File: config.mk
export PLATFORM = sky130hd
export DESIGN_NAME = tex_texel_unpack_flat
export DESIGN_NICKNAME = d
export VERILOG_FILES = /design/src/rtl/tex_texel_unpack_pkg.sv /design/src/rtl/tex_texel_unpack_if.sv /design/src/rtl/tex_texel_unpack_fmt_expand.sv /design/src/rtl/tex_texel_unpack.sv /design/src/flat_wrapper.sv
export SDC_FILE = /design/constraint.sdc
export NUM_CORES = 1
export LEC_CHECK = 0
export ABC_CLOCK_PERIOD_IN_PS = 2900
export BUFFER_PORTS_ARGS = -buffer_cell sky130_fd_sc_hd__buf_2
export CAP_MARGIN = 10
export CORE_MARGIN = 4
export CORE_UTILIZATION = 58
export DETAILED_ROUTE_END_ITERATION = 8
export PLACE_DENSITY = 0.95
export SLEW_MARGIN = 40
export SYNTH_ARGS = -nofsm -noshare
export SYNTH_HDL_FRONTEND = slang
export SYNTH_SLANG_ARGS = --single-unit
File: constraint.sdc
create_clock -name clk -period 2.9 [get_ports clk]
set_input_delay 0.725 -clock clk [delete_from_list [all_inputs] [get_ports clk]]
set_output_delay 0.725 -clock clk [all_outputs]
set_load 0.02 [all_outputs]
File: src/rtl/tex_texel_unpack_pkg.sv
// Shared texture-pipeline definitions.
// Holds the texture format codes, the colour-packet and texel widths used by
// the fetcher, the address calculator and this unpacker, plus the small bit
// replication helpers that widen 5/6-bit colour channels to 8 bits.
package tex_texel_unpack_pkg;

  localparam int TEX_PKT_W   = 128;  // one memory line from the fetcher
  localparam int TEX_TEXEL_W = 32;   // RGBA8888 texel
  localparam int TEX_XLSB_W  = 4;    // texel index bits within a line

  localparam logic [1:0] TEX_FMT_RGBA8888 = 2'd0;
  localparam logic [1:0] TEX_FMT_RGB565   = 2'd1;
  localparam logic [1:0] TEX_FMT_L8       = 2'd2;
  localparam logic [1:0] TEX_FMT_A8       = 2'd3;

  // Widen a 5-bit channel by replicating its top bits into the new LSBs,
  // so 5'h00 maps to 8'h00 and 5'h1F maps to 8'hFF.
  function automatic logic [7:0] tex_rep5(input logic [4:0] v);
    return {v, v[4:2]};
  endfunction

  // Same idea for the 6-bit green channel of RGB565.
  function automatic logic [7:0] tex_rep6(input logic [5:0] v);
    return {v, v[5:4]};
  endfunction

endpackage

File: src/rtl/tex_texel_unpack_if.sv
// Packet-in / texel-out bus of the texel unpacker.
// Groups both valid/ready channels:
//   pkt_valid/pkt_ready + color_pkt, x_lsb, tex_fmt   (fetcher -> unpacker)
//   texel_valid/texel_ready + texel_rgba              (unpacker -> shader)
// slave  : the unpacker's view (consumes packets, produces texels).
// master : the surrounding pipeline's view (produces packets, consumes texels).
interface tex_texel_unpack_if;
  import tex_texel_unpack_pkg::*;

  logic                   pkt_valid;
  logic                   pkt_ready;
  logic [TEX_PKT_W-1:0]   color_pkt;
  logic [TEX_XLSB_W-1:0]  x_lsb;
  logic [1:0]             tex_fmt;
  logic                   texel_valid;
  logic                   texel_ready;
  logic [TEX_TEXEL_W-1:0] texel_rgba;

  modport master (
    output pkt_valid, color_pkt, x_lsb, tex_fmt, texel_ready,
    input  pkt_ready, texel_valid, texel_rgba
  );

  modport slave (
    input  pkt_valid, color_pkt, x_lsb, tex_fmt, texel_ready,
    output pkt_ready, texel_valid, texel_rgba
  );

endinterface

File: src/rtl/tex_texel_unpack_fmt_expand.sv
// tex_fmt_expand: purely combinational texel format expansion to RGBA8888.
// Ports:
//   lane  in  32  raw texel, right-aligned (16-bit and 8-bit formats use the LSBs)
//   fmt   in  2   texture format code
//   rgba  out 32  R[31:24] G[23:16] B[15:8] A[7:0]
module tex_fmt_expand
  import tex_texel_unpack_pkg::*;
(
  input  logic [TEX_TEXEL_W-1:0] lane,
  input  logic [1:0]             fmt,
  output logic [TEX_TEXEL_W-1:0] rgba
);

  // Per-format channel expansion
  always_comb begin
    rgba = lane;
    case (fmt)
      TEX_FMT_RGBA8888: rgba = lane;
      TEX_FMT_RGB565:   rgba = {tex_rep5(lane[15:11]), tex_rep6(lane[10:5]),
                                tex_rep5(lane[4:0]), 8'hFF};
      TEX_FMT_L8:       rgba = {lane[7:0], lane[7:0], lane[7:0], 8'hFF};
      TEX_FMT_A8:       rgba = {24'hFF_FFFF, lane[7:0]};
      default:          rgba = lane;
    endcase
  end

endmodule

File: src/rtl/tex_texel_unpack.sv
// tex_texel_unpack: selects the addressed texel out of a 128-bit colour line
// and expands it to RGBA8888 through a two-stage valid/ready pipeline.
// Stage 1 captures the raw lane and format, stage 2 holds the expanded texel.
// Ports:
//   clk    in   system clock
//   reset  in   synchronous, active-high reset
//   bus    slave modport of tex_texel_unpack_if (packet in, texel out)
//   stat_texels / stat_stalls  out 32 (only with TEX_UNPACK_STATS_EN defined):
//          output transfers and output stall cycles, wrapping, cleared on reset
// Build option: define TEX_UNPACK_STATS_EN to add the statistics counters.
// Note: pkt_ready is combinational from texel_ready so a full pipeline can
// accept and emit in the same cycle; the consumer must not loop back to it.
module tex_texel_unpack
  import tex_texel_unpack_pkg::*;
(
  input  logic               clk,
  input  logic               reset,
  tex_texel_unpack_if.slave  bus
`ifdef TEX_UNPACK_STATS_EN
  ,
  output logic [31:0]        stat_texels,
  output logic [31:0]        stat_stalls
`endif
);

  logic                   adv1_s;
  logic                   adv2_s;
  logic [TEX_TEXEL_W-1:0] lane_s;
  logic [TEX_TEXEL_W-1:0] rgba_s;

  logic                   s1_valid_d, s1_valid_q;
  logic [TEX_TEXEL_W-1:0] s1_lane_d,  s1_lane_q;
  logic [1:0]             s1_fmt_d,   s1_fmt_q;
  logic                   s2_valid_d, s2_valid_q;
  logic [TEX_TEXEL_W-1:0] s2_rgba_d,  s2_rgba_q;

  // Lane selection; the start bit is the texel index times the texel width,
  // built by concatenating zeros below the relevant x_lsb bits.
  always_comb begin
    lane_s = '0;
    case (bus.tex_fmt)
      TEX_FMT_RGBA8888: lane_s = bus.color_pkt[{bus.x_lsb[1:0], 5'b0_0000} +: 32];
      TEX_FMT_RGB565:   lane_s = {16'h0000, bus.color_pkt[{bus.x_lsb[2:0], 4'b0000} +: 16]};
      TEX_FMT_L8:       lane_s = {24'h00_0000, bus.color_pkt[{bus.x_lsb, 3'b000} +: 8]};
      TEX_FMT_A8:       lane_s = {24'h00_0000, bus.color_pkt[{bus.x_lsb, 3'b000} +: 8]};
      default:          lane_s = '0;
    endcase
  end

  tex_fmt_expand u_expand (
    .lane (s1_lane_q),
    .fmt  (s1_fmt_q),
    .rgba (rgba_s)
  );

  // Stage advance and next-state for both pipeline stages
  always_comb begin
    adv2_s     = !s2_valid_q || bus.texel_ready;
    adv1_s     = !s1_valid_q || adv2_s;
    s1_valid_d = s1_valid_q;
    s1_lane_d  = s1_lane_q;
    s1_fmt_d   = s1_fmt_q;
    s2_valid_d = s2_valid_q;
    s2_rgba_d  = s2_rgba_q;
    if (adv1_s) begin
      // Data registers load even when pkt_valid is low; the valid bit qualifies them.
      s1_valid_d = bus.pkt_valid;
      s1_lane_d  = lane_s;
      s1_fmt_d   = bus.tex_fmt;
    end else begin
      s1_valid_d = s1_valid_q;
    end
    if (adv2_s) begin
      s2_valid_d = s1_valid_q;
      s2_rgba_d  = rgba_s;
    end else begin
      s2_valid_d = s2_valid_q;
    end
  end

  // Pipeline registers
  always_ff @(posedge clk) begin
    if (reset) begin
      s1_valid_q <= 1'b0;
      s1_lane_q  <= '0;
      s1_fmt_q   <= TEX_FMT_RGBA8888;
      s2_valid_q <= 1'b0;
      s2_rgba_q  <= '0;
    end else begin
      s1_valid_q <= s1_valid_d;
      s1_lane_q  <= s1_lane_d;
      s1_fmt_q   <= s1_fmt_d;
      s2_valid_q <= s2_valid_d;
      s2_rgba_q  <= s2_rgba_d;
    end
  end

  assign bus.pkt_ready   = adv1_s;
  assign bus.texel_valid = s2_valid_q;
  assign bus.texel_rgba  = s2_rgba_q;

`ifdef TEX_UNPACK_STATS_EN
  logic [31:0] stat_texels_d, stat_texels_q;
  logic [31:0] stat_stalls_d, stat_stalls_q;

  // Statistics next-state: count output transfers and output stall cycles
  always_comb begin
    stat_texels_d = stat_texels_q;
    stat_stalls_d = stat_stalls_q;
    if (s2_valid_q && bus.texel_ready) begin
      stat_texels_d = stat_texels_q + 32'd1;
    end else begin
      stat_texels_d = stat_texels_q;
    end
    if (s2_valid_q && !bus.texel_ready) begin
      stat_stalls_d = stat_stalls_q + 32'd1;
    end else begin
      stat_stalls_d = stat_stalls_q;
    end
  end

  // Statistics registers
  always_ff @(posedge clk) begin
    if (reset) begin
      stat_texels_q <= 32'd0;
      stat_stalls_q <= 32'd0;
    end else begin
      stat_texels_q <= stat_texels_d;
      stat_stalls_q <= stat_stalls_d;
    end
  end

  assign stat_texels = stat_texels_q;
  assign stat_stalls = stat_stalls_q;
`endif

endmodule

File: src/flat_wrapper.sv
// flat-port wrapper written by rule: the top's interface ports become plain ports
module tex_texel_unpack_flat import tex_texel_unpack_pkg::*;
  (clk, reset, bus_pkt_valid, bus_color_pkt, bus_x_lsb, bus_tex_fmt, bus_texel_ready, bus_pkt_ready, bus_texel_valid, bus_texel_rgba);
  tex_texel_unpack_if bus_i ();
  input  logic clk;
  input  logic reset;
  input wire logic [$bits(bus_i.pkt_valid)-1:0] bus_pkt_valid;
  input wire logic [$bits(bus_i.color_pkt)-1:0] bus_color_pkt;
  input wire logic [$bits(bus_i.x_lsb)-1:0] bus_x_lsb;
  input wire logic [$bits(bus_i.tex_fmt)-1:0] bus_tex_fmt;
  input wire logic [$bits(bus_i.texel_ready)-1:0] bus_texel_ready;
  output wire logic [$bits(bus_i.pkt_ready)-1:0] bus_pkt_ready;
  output wire logic [$bits(bus_i.texel_valid)-1:0] bus_texel_valid;
  output wire logic [$bits(bus_i.texel_rgba)-1:0] bus_texel_rgba;
  assign bus_i.pkt_valid = bus_pkt_valid;
  assign bus_i.color_pkt = bus_color_pkt;
  assign bus_i.x_lsb = bus_x_lsb;
  assign bus_i.tex_fmt = bus_tex_fmt;
  assign bus_i.texel_ready = bus_texel_ready;
  assign bus_pkt_ready = bus_i.pkt_ready;
  assign bus_texel_valid = bus_i.texel_valid;
  assign bus_texel_rgba = bus_i.texel_rgba;
  tex_texel_unpack u_core (.clk(clk), .reset(reset), .bus(bus_i));
endmodule
==> metrics.txt <==
vias per cell=between 6 and 7; Mean Syn Cell Area=10.2 um2; Total Routing Usage GR=0.331; Clock Tree Buf Depth=2; register area=1360 um2; core area=9910 um2; clk root buf=clkbuf_8; clock group share of total power=0.278; status=finished, final reports clean; synthesized instance count=approximately 600; clock latency on the worst-skew pair=about 0.35 ns; endpoints failing setup=0; GR Overflow Total=0; HP Class=flip-flop to flip-flop; RSZ-0062 raised after global routing=no; final hold violation count=0; fillers=between 700 and 800; Power Density=392 nW/um2; Setup crit end kind=output pin; cells on worst reg2reg path=7; Slew Limit Fails=0; P_leak=about 0.003 uW; drt pass-1 iters=5; vias in the first global route=5809; Starting Density=0.605; sequential-to-total area share from yosys stat=0.227; grt met2 use=0.529; Async S/R FF share, synth=0; ys flop type=dfxtp_1; dpl hpwl=about 15000 um; via count=around 6100; die area=12000 um2; layout cell share with drive strength beyond 1=0.404; number of flops mapped to enable cells by yosys=0; FP Rows=36; Int Power=1830 uW; Ports=between 150 and 200; VDD IR max=0.268 mV; met3 Use GR=0.100; RR Startpoint=u_core.bus.texel_valid$_SDFFE_PP0P_; pin count of the biggest net entering global routing=between 40 and 50; Horiz. Die Dim=110 um; routability cong.=between 0.9 and 1; CP Max Fanout=22; Slew @ Worst Pin=around 0.77 ns; input/output buffers=roughly 170; R2R setup slack=between 0.9 and 1 ns; Yosys Warn Count=0; CP arrival=~1.6 ns; cts repair resizes=0; Die Y=110 um; met1 usage=0.436; Final nets=~870; commonest non-fill, non-tap cell in the layout=buf_2; worst endpoint required time=roughly 2.2 ns; fmax=about 420 MHz; setup bufs post-CTS=0; Comb pwr share=0.333; clock skew=around 0.011 ns; max cap viols=0; count of different cell masters after synthesis=between 50 and 60; Final ANT Viol Nets=0; CP Launch Point=bus_texel_ready; Critical Path Source Type=primary input; Synthesized Nets=724; Sw Share=0.332; Clk pin slew, worst setup/hold paths=around 0.070 ns; Post-Synthesis Cell Area=roughly 6000 um2; First DRT Iteration DRCs=682; Setup crit end=bus_pkt_ready; antenna violations before repair=1; register bit total from synthesis=68; total power=about 2700 uW; GRT busiest layer=met2; routed wire length=20000 um; first-pass GRT wire length=30400 um; CTS tree=built; clock buffer count from CTS=9; relative slew slack=0.486; RR Endpoint=u_core.s1_lane_q[1]$_SDFFE_PP0P_; fin crit share=0.814; Flop pwr share=0.389; DRC=0; critical path class=primary input to output pin; wire length per cell=roughly 23 um; most frequent cells in the layout=buf_2 (169), nor2_1 (94), dfxtp_1 (68), mux4_2 (60), nand2_1 (39); setup TNS=0 ns; area of the multi-input gates=~4100 um2; minimum clock period=2.36 ns; area delta synth->final=16.7%; clock sink count=68; H-tree levels=3; Hold-fix buffers, CTS=0; net switching power=between 900 and 1000 uW
## critical path, stage by stage
cell	delay, ns
buf_2	0.11
nor2b_2	0.16
and2_4	0.34
inv_1	0.13
buf_2	0.18
## power groups by stage
stage          Sequential [uW]  Clock (uW)  Combinational [uW]
6_report                  1070         762                 914
5_1_grt                   1070         801                 973
4_1_cts                   1070         764                 894
3_5_place_dp              1090           0                 890
3_3_place_gp              1080           0                 863
2_1_floorplan             1110           0                 562
## cell type report
cell class / count / area share
inverters: 4 / 0.00215
well taps: 133 / 0.0238
multi-input cells: 452 / 0.591
diodes: 1 / 0.000358
repair buffers: 201 / 0.161
clock inverters: 6 / 0.00930
flip-flops and latches: 68 / 0.195
clock buffers: 9 / 0.0177
## state kept, by name (all words and copies together), names as in the netlist
register	count
u_core.bus.texel_rgba	32
u_core.s1_lane_q	32
u_core.s1_fmt_q	2
u_core.bus.texel_valid	1
u_core.s1_valid_q	1
## cell usage after synthesis (all sizes together) (3+ instances only)
master / n / area share
o221ai: 25 / 0.037
a211o: 5 / 0.0073
a22o: 3 / 0.0044
o32ai: 5 / 0.0073
nor3: 21 / 0.018
a22oi: 20 / 0.025
o21ai: 15 / 0.013
nor2: 96 / 0.061
a211oi: 11 / 0.015
mux2: 9 / 0.017
mux2i: 26 / 0.043
mux4: 79 / 0.31
dfxtp: 68 / 0.23
a31oi: 6 / 0.0063
nand2b: 9 / 0.0094
clkbuf: 28 / 0.028
a221oi: 3 / 0.0054
inv: 4 / 0.0025
buf: 33 / 0.053
o22ai: 9 / 0.0094
or4b: 4 / 0.0067
a21oi: 36 / 0.030
nand2: 39 / 0.024
nor2b: 11 / 0.011
## how the worst min path moves through the flow
stage	start	end	slack, ns	depth (start not counted)
5_1_grt	u_core.bus.texel_rgba[31]$_SDFFE_PP0P_	u_core.bus.texel_rgba[31]$_SDFFE_PP0P_	0.47	2
4_1_cts	u_core.bus.texel_rgba[12]$_SDFFE_PP0P_	u_core.bus.texel_rgba[12]$_SDFFE_PP0P_	0.45	2
3_3_place_gp	u_core.bus.texel_rgba[12]$_SDFFE_PP0P_	u_core.bus.texel_rgba[12]$_SDFFE_PP0P_	0.44	2
6_report	u_core.bus.texel_rgba[12]$_SDFFE_PP0P_	u_core.bus.texel_rgba[12]$_SDFFE_PP0P_	0.45	2
2_1_floorplan	u_core.s1_valid_q$_SDFFE_PP0P_	u_core.bus.texel_valid$_SDFFE_PP0P_	0.44	2
3_5_place_dp	u_core.bus.texel_rgba[31]$_SDFFE_PP0P_	u_core.bus.texel_rgba[31]$_SDFFE_PP0P_	0.44	2
## layer usage
layer	up-vias	wire, um
li1	2629	-
met1	2854	7280
met2	544	9380
met3	77	2780
met4	0	515
met5	-	0
## through the flow
| stage | cells | hold slack (ns) | setup slack, ns | util | area, um2 |
|---|---|---|---|---|---|
| 6_report | 874 | 0.449 | 0.540 | 0.706 | 7000 |
| 5_1_grt | 874 | 0.467 | 0.422 | 0.706 | 7000 |
| 4_1_cts | 873 | 0.452 | 0.562 | 0.705 | 6990 |
| 3_5_place_dp | 858 | 0.442 | 0.240 | 0.686 | 6800 |
| 3_3_place_gp | 857 | 0.437 | 0.301 | 0.684 | 6780 |
| 2_1_floorplan | 586 | 0.440 | 0.737 | - | 6000 |
## cells by family (layout without fill, tap and decap cells)
group	after synthesis	in the layout	share of synthesized area
and+or+nand+nor	190	190	0.143
AOI/OAI and AO/OA	147	147	0.174
muxes	114	114	0.369
DFF	68	68	0.227
buffers and inverters	66	220	0.0858
xor gates and xnor gates	1	1	0.00146
other	0	1	0
No activity file was read; power rests on OpenSTA's default activity.
